$ cat config.mk
export PLATFORM = sky130hd
export DESIGN_NAME = appr_error_monitor
export DESIGN_NICKNAME = d
export VERILOG_FILES = /design/src/rtl/appr_error_monitor.sv
export SDC_FILE = /design/constraint.sdc
export NUM_CORES = 2
export LEC_CHECK = 0
export BUFFER_PORTS_ARGS = -buffer_cell sky130_fd_sc_hd__buf_2
export CORE_ASPECT_RATIO = 1.4
export CORE_MARGIN = 2
export CORE_UTILIZATION = 40
export CTS_BUF_LIST = sky130_fd_sc_hd__clkbuf_4 sky130_fd_sc_hd__clkbuf_8 sky130_fd_sc_hd__clkbuf_16
export DETAILED_ROUTE_END_ITERATION = 8
export PLACE_DENSITY_LB_ADDON = 0.3
export SYNTH_ARGS = -nofsm -noshare
export SYNTH_HDL_FRONTEND = slang
export SYNTH_SLANG_ARGS = --single-unit
$ cat constraint.sdc
create_clock -name clk -period 36.5 [get_ports clk]
set_input_delay 7.3 -clock clk [delete_from_list [all_inputs] [get_ports clk]]
set_output_delay 7.3 -clock clk [all_outputs]
set_load 0.03 [all_outputs]
$ cat src/rtl/appr_error_monitor.sv
// appr_error_monitor
// ------------------
// Error-statistics collector for an approximate adder under test. Each
// accepted sample pair (approximate sum with carry-out, exact sum with
// carry-out) goes through a two-stage pipeline:
//   - stage 1 forms the signed error and its magnitude;
//   - stage 2 squares the magnitude.
// The accumulators then take count, signed error sum, squared-error sum,
// maximum magnitude and nonzero-error count. A host derives mean, variance
// and error rate from these values.
//
// Ports
//   clk, rst    clock, asynchronous active-high reset
//   start       pulse: clear statistics and run `target` samples (IDLE/DONE only)
//   abort       pulse: stop accepting and drain the pipeline (RUN only)
//   target      sample count for the run, latched on start
//   in_valid    sample pair valid
//   in_ready    sample accepted this cycle when in_valid is also high
//   appr_sum    {Cout,S} from the approximate adder
//   exact_sum   {Cout,S} reference
//   busy, done  run/drain in progress; run finished and results stable
//   count, err_sum, sq_sum, max_abs, nz_count   statistics
//   ovf         sticky wrap flag for err_sum / sq_sum
module appr_error_monitor #(
  parameter int WIDTH = 32,
  parameter int CNT_W = 32,
  parameter int ACC_W = 64,
  parameter int SQ_W  = 96
) (
  input  logic               clk,
  input  logic               rst,
  input  logic               start,
  input  logic               abort,
  input  logic [CNT_W-1:0]   target,
  input  logic               in_valid,
  output logic               in_ready,
  input  logic [WIDTH:0]     appr_sum,
  input  logic [WIDTH:0]     exact_sum,
  output logic               busy,
  output logic               done,
  output logic [CNT_W-1:0]   count,
  output logic [ACC_W-1:0]   err_sum,
  output logic [SQ_W-1:0]    sq_sum,
  output logic [WIDTH+1:0]   max_abs,
  output logic [CNT_W-1:0]   nz_count,
  output logic               ovf
);

  localparam int EW = WIDTH + 2;  // signed error width
  localparam int PW = 2 * EW;     // squared error width

  localparam logic [1:0] S_IDLE  = 2'd0;
  localparam logic [1:0] S_RUN   = 2'd1;
  localparam logic [1:0] S_DRAIN = 2'd2;
  localparam logic [1:0] S_DONE  = 2'd3;

  logic [1:0]       state_q,    state_d;
  logic [CNT_W-1:0] target_q,   target_d;
  logic [CNT_W-1:0] issued_q,   issued_d;

  logic             v1_q,       v1_d;
  logic [EW-1:0]    e1_q,       e1_d;
  logic [EW-1:0]    a1_q,       a1_d;

  logic             v2_q,       v2_d;
  logic [EW-1:0]    e2_q,       e2_d;
  logic [EW-1:0]    a2_q,       a2_d;
  logic [PW-1:0]    sq2_q,      sq2_d;

  logic [CNT_W-1:0] count_q,    count_d;
  logic [ACC_W-1:0] err_sum_q,  err_sum_d;
  logic [SQ_W-1:0]  sq_sum_q,   sq_sum_d;
  logic [EW-1:0]    max_abs_q,  max_abs_d;
  logic [CNT_W-1:0] nz_count_q, nz_count_d;
  logic             ovf_q,      ovf_d;

  logic             accept;
  logic [ACC_W-1:0] err_add;
  logic [ACC_W-1:0] err_new;
  logic [SQ_W:0]    sq_new;

  assign in_ready = (state_q == S_RUN) && (issued_q < target_q);
  assign accept   = in_valid && in_ready;

  // Pipeline datapath.
  // - Both sums are zero-extended by one bit before subtracting, so the
  //   EW-bit two's-complement difference is exact.
  // - Data registers load every cycle; only the valid bits qualify them.
  always_comb begin
    v1_d  = accept;
    e1_d  = {1'b0, appr_sum} - {1'b0, exact_sum};
    a1_d  = e1_d[EW-1] ? (~e1_d + EW'(1)) : e1_d;
    v2_d  = v1_q;
    e2_d  = e1_q;
    a2_d  = a1_q;
    sq2_d = {{EW{1'b0}}, a1_q} * {{EW{1'b0}}, a1_q};
  end

  // Accumulator arithmetic with wrap detection:
  // - err_sum overflows when the addends share a sign that the result
  //   does not;
  // - sq_sum overflows on a carry out of its top bit.
  always_comb begin
    err_add = {{(ACC_W-EW){e2_q[EW-1]}}, e2_q};
    err_new = err_sum_q + err_add;
    sq_new  = {1'b0, sq_sum_q} + {{(SQ_W+1-PW){1'b0}}, sq2_q};
  end

  // Control FSM and accumulator next-state.
  // A start accepted in IDLE/DONE is assigned last, so its clear wins. In
  // those states the pipeline is already empty, so nothing is lost.
  always_comb begin
    state_d    = state_q;
    target_d   = target_q;
    issued_d   = issued_q;
    count_d    = count_q;
    err_sum_d  = err_sum_q;
    sq_sum_d   = sq_sum_q;
    max_abs_d  = max_abs_q;
    nz_count_d = nz_count_q;
    ovf_d      = ovf_q;

    if (accept) begin
      issued_d = issued_q + CNT_W'(1);
    end

    if (v2_q) begin
      count_d   = count_q + CNT_W'(1);
      err_sum_d = err_new;
      sq_sum_d  = sq_new[SQ_W-1:0];
      if (a2_q > max_abs_q) begin
        max_abs_d = a2_q;
      end
      if (e2_q != '0) begin
        nz_count_d = nz_count_q + CNT_W'(1);
      end
      if (((err_sum_q[ACC_W-1] == err_add[ACC_W-1]) &&
           (err_new[ACC_W-1] != err_sum_q[ACC_W-1])) || sq_new[SQ_W]) begin
        ovf_d = 1'b1;
      end
    end

    case (state_q)
      S_IDLE, S_DONE: begin
        if (start) begin
          target_d   = target;
          issued_d   = '0;
          count_d    = '0;
          err_sum_d  = '0;
          sq_sum_d   = '0;
          max_abs_d  = '0;
          nz_count_d = '0;
          ovf_d      = 1'b0;
          state_d    = (target == '0) ? S_DONE : S_RUN;
        end
      end
      S_RUN: begin
        if (abort || (accept && (issued_q + CNT_W'(1) == target_q))) begin
          state_d = S_DRAIN;
        end
      end
      S_DRAIN: begin
        if (!v1_q && !v2_q) begin
          state_d = S_DONE;
        end
      end
      default: state_d = S_IDLE;
    endcase
  end

  // State registers. Reset discards the pipeline contents and all statistics.
  always_ff @(posedge clk or posedge rst) begin
    if (rst) begin
      state_q    <= S_IDLE;
      target_q   <= '0;
      issued_q   <= '0;
      v1_q       <= 1'b0;
      e1_q       <= '0;
      a1_q       <= '0;
      v2_q       <= 1'b0;
      e2_q       <= '0;
      a2_q       <= '0;
      sq2_q      <= '0;
      count_q    <= '0;
      err_sum_q  <= '0;
      sq_sum_q   <= '0;
      max_abs_q  <= '0;
      nz_count_q <= '0;
      ovf_q      <= 1'b0;
    end else begin
      state_q    <= state_d;
      target_q   <= target_d;
      issued_q   <= issued_d;
      v1_q       <= v1_d;
      e1_q       <= e1_d;
      a1_q       <= a1_d;
      v2_q       <= v2_d;
      e2_q       <= e2_d;
      a2_q       <= a2_d;
      sq2_q      <= sq2_d;
      count_q    <= count_d;
      err_sum_q  <= err_sum_d;
      sq_sum_q   <= sq_sum_d;
      max_abs_q  <= max_abs_d;
      nz_count_q <= nz_count_d;
      ovf_q      <= ovf_d;
    end
  end

  assign busy     = (state_q == S_RUN) || (state_q == S_DRAIN);
  assign done     = (state_q == S_DONE);
  assign count    = count_q;
  assign err_sum  = err_sum_q;
  assign sq_sum   = sq_sum_q;
  assign max_abs  = max_abs_q;
  assign nz_count = nz_count_q;
  assign ovf      = ovf_q;

endmodule

Word-level counts from Yosys, hierarchy flattened
Cells that the tools add are included.
- word-level logic and storage cells: 82
- output and inout bits: 262
- bits in registers: 531
- multiply operators: 1
- $add $sub $neg: 7
- order comparisons: 2
- mux-type cells: 30
- reduce and logical (&&, ||, !) cells: 16
- bitwise logic cells: 1
- equality and inequality tests: 9
- operators with widths (kind ; number):
    $mux W32 ; 10
    $mux W96 ; 3
    $mux W64 ; 3
    $mux W34 ; 5
    $add A96 B68 Y97 ; 1
    $add A32 B1 Y32 const B ; 3
    $mul A34 B34 Y68 ; 1
    $add A64 B64 Y64 ; 1
    $add A34 B1 Y34 const B ; 1
    $gt A34 B34 Y1 ; 1
    $not A34 Y34 ; 1
    $reduce_bool A34 Y1 ; 1
    $sub A33 B33 Y34 ; 1
    $eq A32 B32 Y1 ; 1
    $logic_not A32 Y1 ; 1
    $lt A32 B32 Y1 ; 1
    $mux W2 ; 4
    $pmux W2 S3 ; 1
    $logic_and A1 B1 Y1 ; 5
    $eq A2 B2 Y1 const B ; 2
    $mux W1 ; 4
    $ne A2 B2 Y1 const B ; 2
    $logic_or A1 B1 Y1 ; 3
    $reduce_and A3 Y1 ; 1
    other kinds (8) ; 9

Depth between registers and ports, before layout
- depth in word-level cells: 8
- depth in mapped cells: 33

Least setup slack after synthesis
OpenSTA, ideal clock, no wires.
- path kind: input-to-reg
- start: input port appr_sum[0]
- end: register a1_q[33]
- setup time: 0.081 ns
- stages: 15
- data required time: 36.419 ns
- arrival time: 10.885 ns
- setup slack: 25.534 ns
- path buffers: 0
- cells stage by stage: inv_1 -> ha_1 -> inv_1 -> fa_1 -> a211o_1 -> a21oi_4 -> o21bai_1 -> xnor2_2 -> o21ai_0 -> nor4_4 -> and4b_1 -> or4b_4 -> or4b_4 -> or3_1 -> nor3_2
- word-level cells in the longest chain between the ends: 4
- RTL lines (what ; RTL line ; source):
    start, declared ; 37 ; input logic [WIDTH:0] appr_sum,
    $sub A33 B33 Y34 * ; 91 ; e1_d = {1'b0, appr_sum} - {1'b0, exact_sum};
    $not A34 Y34 ; 92 ; a1_d = e1_d[EW-1] ? (~e1_d + EW'(1)) : e1_d;
    $add A34 B1 Y34 ; 92 ;
    $mux W34 * ; 92 ;
    named net a1_d[33] ; 63 ; logic [EW-1:0] a1_q, a1_d;
    end signal, assigned ; 179 ; a1_q <= '0;
    end signal, assigned ; 196 ; a1_q <= a1_d;
    end, declared ; 63 ;
The timed path passes the listed nets; every way through them passes the cells marked *.
A chain may end at the register's enable or synchronous reset.

Worst setup path after layout
Same ends and word-level chain as after synthesis.

==> reports/results.ini <==
[floorplanning]
io_pins = 365
initial_utilization_pct = 40.2
core_sq_um = 160000
die_h_um = 479
fp.dieW_um = 344
dieArea_sq_um = 165000
rows = 174

[cts]
cts_buffers = 57
clkSlewWorstSetupHoldPaths_ps = 70
cts_htree_levels = 2
clock_path_buffers = 3
hold_buffers = 0
clock_sinks = 527
insertion_delay_ps = 680
clock-root-buffer = clkbuf_16
cts_setup_buffers = 0
cts_resized = 0
cts_tree = yes

[timing]
layout_worst_path_cycle_share_pct = 30.6
rsz0062_at_grt = false
slew_violations = 0
fmax_mhz = 89.6
slew_headroom_pct = 26.2
setup_tns_ps = 0
worstMarginPinSlew_ps = 1110
clock_skew_ps = 29.2
fin_crit_ps = 11160
setup_violations = 0
hold_violations = 0

[layout]
drive_gt1_share_pct = 8.16
nFillCells = 15700
final_nets = 8818
area_growth_pct = 9.37

[yosys]
async_flop_share_pct = 100
syn_area_sq_um = 64600
ys.flop_type = dfrtp_1
ys_ff_latch = 527
synth_edf_count = 0
syn_inst = 7042
syn_nets = 8602
avgSynthCellArea_sq_um = 9.17
ys_types = 91
yosysSeqAreaShare_pct = 20.4
synth_warnings = 0

[grt]
grt_start_max_net_pins = 179
grt_pass1_vias = 52900
grt_first_pass_wirelength_um = 302000
grtUsageTotal_pct = 23.6
antenna_found_initial = 8
overflow = 0

[critical_path]
critPathRequiredTime_ps = 37080
r2r_slack_ps = 26900
start_kind = input pin
crit_path_end_kind = register
cp_max_fo = 6
crit_arrival_ps = 11750
r2r_cells = 29
critPathKind = input pin to register
r2r_end = sq2_q[58]
r2r-start = a1_q[20]

[placed_design]
dp_hpwl_um = 153000
io_buffers = 364
gp_congestion = 0.932

[worst_hold_path]
hp-class = register to register
whs_path_depth = 0
min-delay-start = e1_q[7]
hold_end = e2_q[7]

[outcome]
status = finished clean

[detailed_routing]
wl_per_cell_um = 20.7
vias_per_cell = 5.27
ant_nets = 0
vias = 49700
drtIter0Drc = 2865
dr.pass1.iters = 6
wirelength_um = 195000
drc = 0

[job]
drv_cap = 0

worst max-delay path: stages:
cell and delay, ps:
buf_2 90, inv_1 70, ha_1 330, inv_1 90
fa_1 440, a211o_1 370, a21oi_4 240, o21bai_1 130
xnor2_2 240, o21ai_0 290, nor4_4 290, and4b_1 300
or4b_4 510, or4b_4 580, or3_1 350, nor3_2 100
cells by family (layout without fill, tap and decap cells):
| group | after synthesis | in the layout | share of synthesized area (%) |
|---|---|---|---|
| xor gates and xnor gates | 379 | 379 | 5.15 |
| AOI/OAI and AO/OA | 1064 | 1064 | 10.3 |
| muxes | 123 | 123 | 1.91 |
| buffers and inverters | 1646 | 1910 | 9.57 |
| and+or+nand+nor | 1846 | 1846 | 13.6 |
| adders and majority gates | 1457 | 1457 | 39.0 |
| other | 0 | 5 | 0 |
| DFF | 527 | 527 | 20.4 |
routing by layer:
layer | global-route usage (%) | vias up | wire, um
li1 | - | 22900 | -
met1 | 28.5 | 25100 | 77000
met2 | 41.9 | 1377 | 97000
met3 | 4.31 | 353 | 13000
met4 | 8.44 | 2 | 7720
met5 | 0 | - | 9
Yosys cell counts, types with 12 or more instances:
cell type | instances | area (sq um)
o211ai_1 | 23 | 173
nand3_1 | 128 | 641
o31ai_1 | 18 | 135
inv_1 | 1374 | 5160
a211o_1 | 12 | 105
xnor2_1 | 205 | 1800
or3_1 | 32 | 200
xor2_1 | 173 | 1520
a211oi_1 | 43 | 323
ha_1 | 533 | 6670
o22ai_1 | 15 | 93.8
nand2_1 | 648 | 2430
o21a_1 | 26 | 195
nand4_1 | 82 | 513
a21o_1 | 143 | 1070
nor2_1 | 448 | 1680
nor2b_1 | 50 | 313
o21ai_0 | 244 | 1220
dfrtp_1 | 527 | 13200
nor4_1 | 34 | 213
a21oi_1 | 349 | 1750
nor3_1 | 55 | 275
clkbuf_1 | 254 | 953
and2_1 | 192 | 1200
or2_2 | 13 | 81.3
buf_1 | 12 | 45.0
nand2b_1 | 29 | 181
mux2i_1 | 120 | 1200
a31oi_1 | 26 | 163
o21bai_1 | 50 | 375
and3_1 | 59 | 369
and4_1 | 17 | 149
fa_1 | 924 | 18500
sequential cells by signal (all words and copies together), names as in the netlist, 33 cells and up:
signal   count
a1_q        33
a2_q        33
e1_q        34
e2_q        33
err_sum     64
max_abs     34
sq2_q       67
sq_sum      96
per-stage QoR:
step                setup slack, ps  area (sq um)  hold slack (ps)  utilization, %  instances
global route                  25130         70600              345            44.0       9419
finish                        25340         70600              322            44.0       9423
floorplan                     14470         64600              331               -       7042
CTS                           25390         70600              325            44.0       9418
global placement              24740         68500              339            42.7       9311
detailed placement            24720         68500              339            42.7       9311
cell type report:
cell class | instances | area, sq um | area share [%]
Sequential cell | 527 | 13200 | 18.7
Antenna cell | 5 | 12.5 | 0.0177
Clock inverter | 31 | 438 | 0.620
Inverter | 1380 | 5190 | 7.35
Tap cell | 2112 | 2640 | 3.74
Multi-Input combinational cell | 4869 | 45200 | 64.0
Timing Repair Buffer | 423 | 2290 | 3.24
Clock buffer | 76 | 1630 | 2.31
worst max-delay path by stage:
stage | endpoint | from | cells after the start
3_5_place_dp | a1_q[33] | appr_sum[0] | 16
3_3_place_gp | a1_q[33] | appr_sum[0] | 16
2_1_floorplan | a1_q[10] | rst | 1
4_1_cts | a1_q[33] | appr_sum[0] | 16
6_report | a1_q[33] | appr_sum[0] | 16
5_1_grt | a1_q[33] | appr_sum[0] | 16
placed cells by master (no fill, tap or decap), drive strengths merged, types with 57 or more instances in the layout:
cell    synthesis  layout
and3           59      59
nand4          82      82
fa            924     924
xnor2         206     206
and2          193     193
clkbuf        254      76
inv          1375    1378
xor2          173     173
nor2          449     449
o21ai         245     245
buf            12     423
nand2         648     648
ha            533     533
a21o          143     143
a21oi         351     351
nor3           57      57
dfrtp         527     527
mux2i         120     120
nand3         128     128
Power is not shown: default switching activity piles up to over one toggle a cycle in this logic, so the estimate is an artifact.
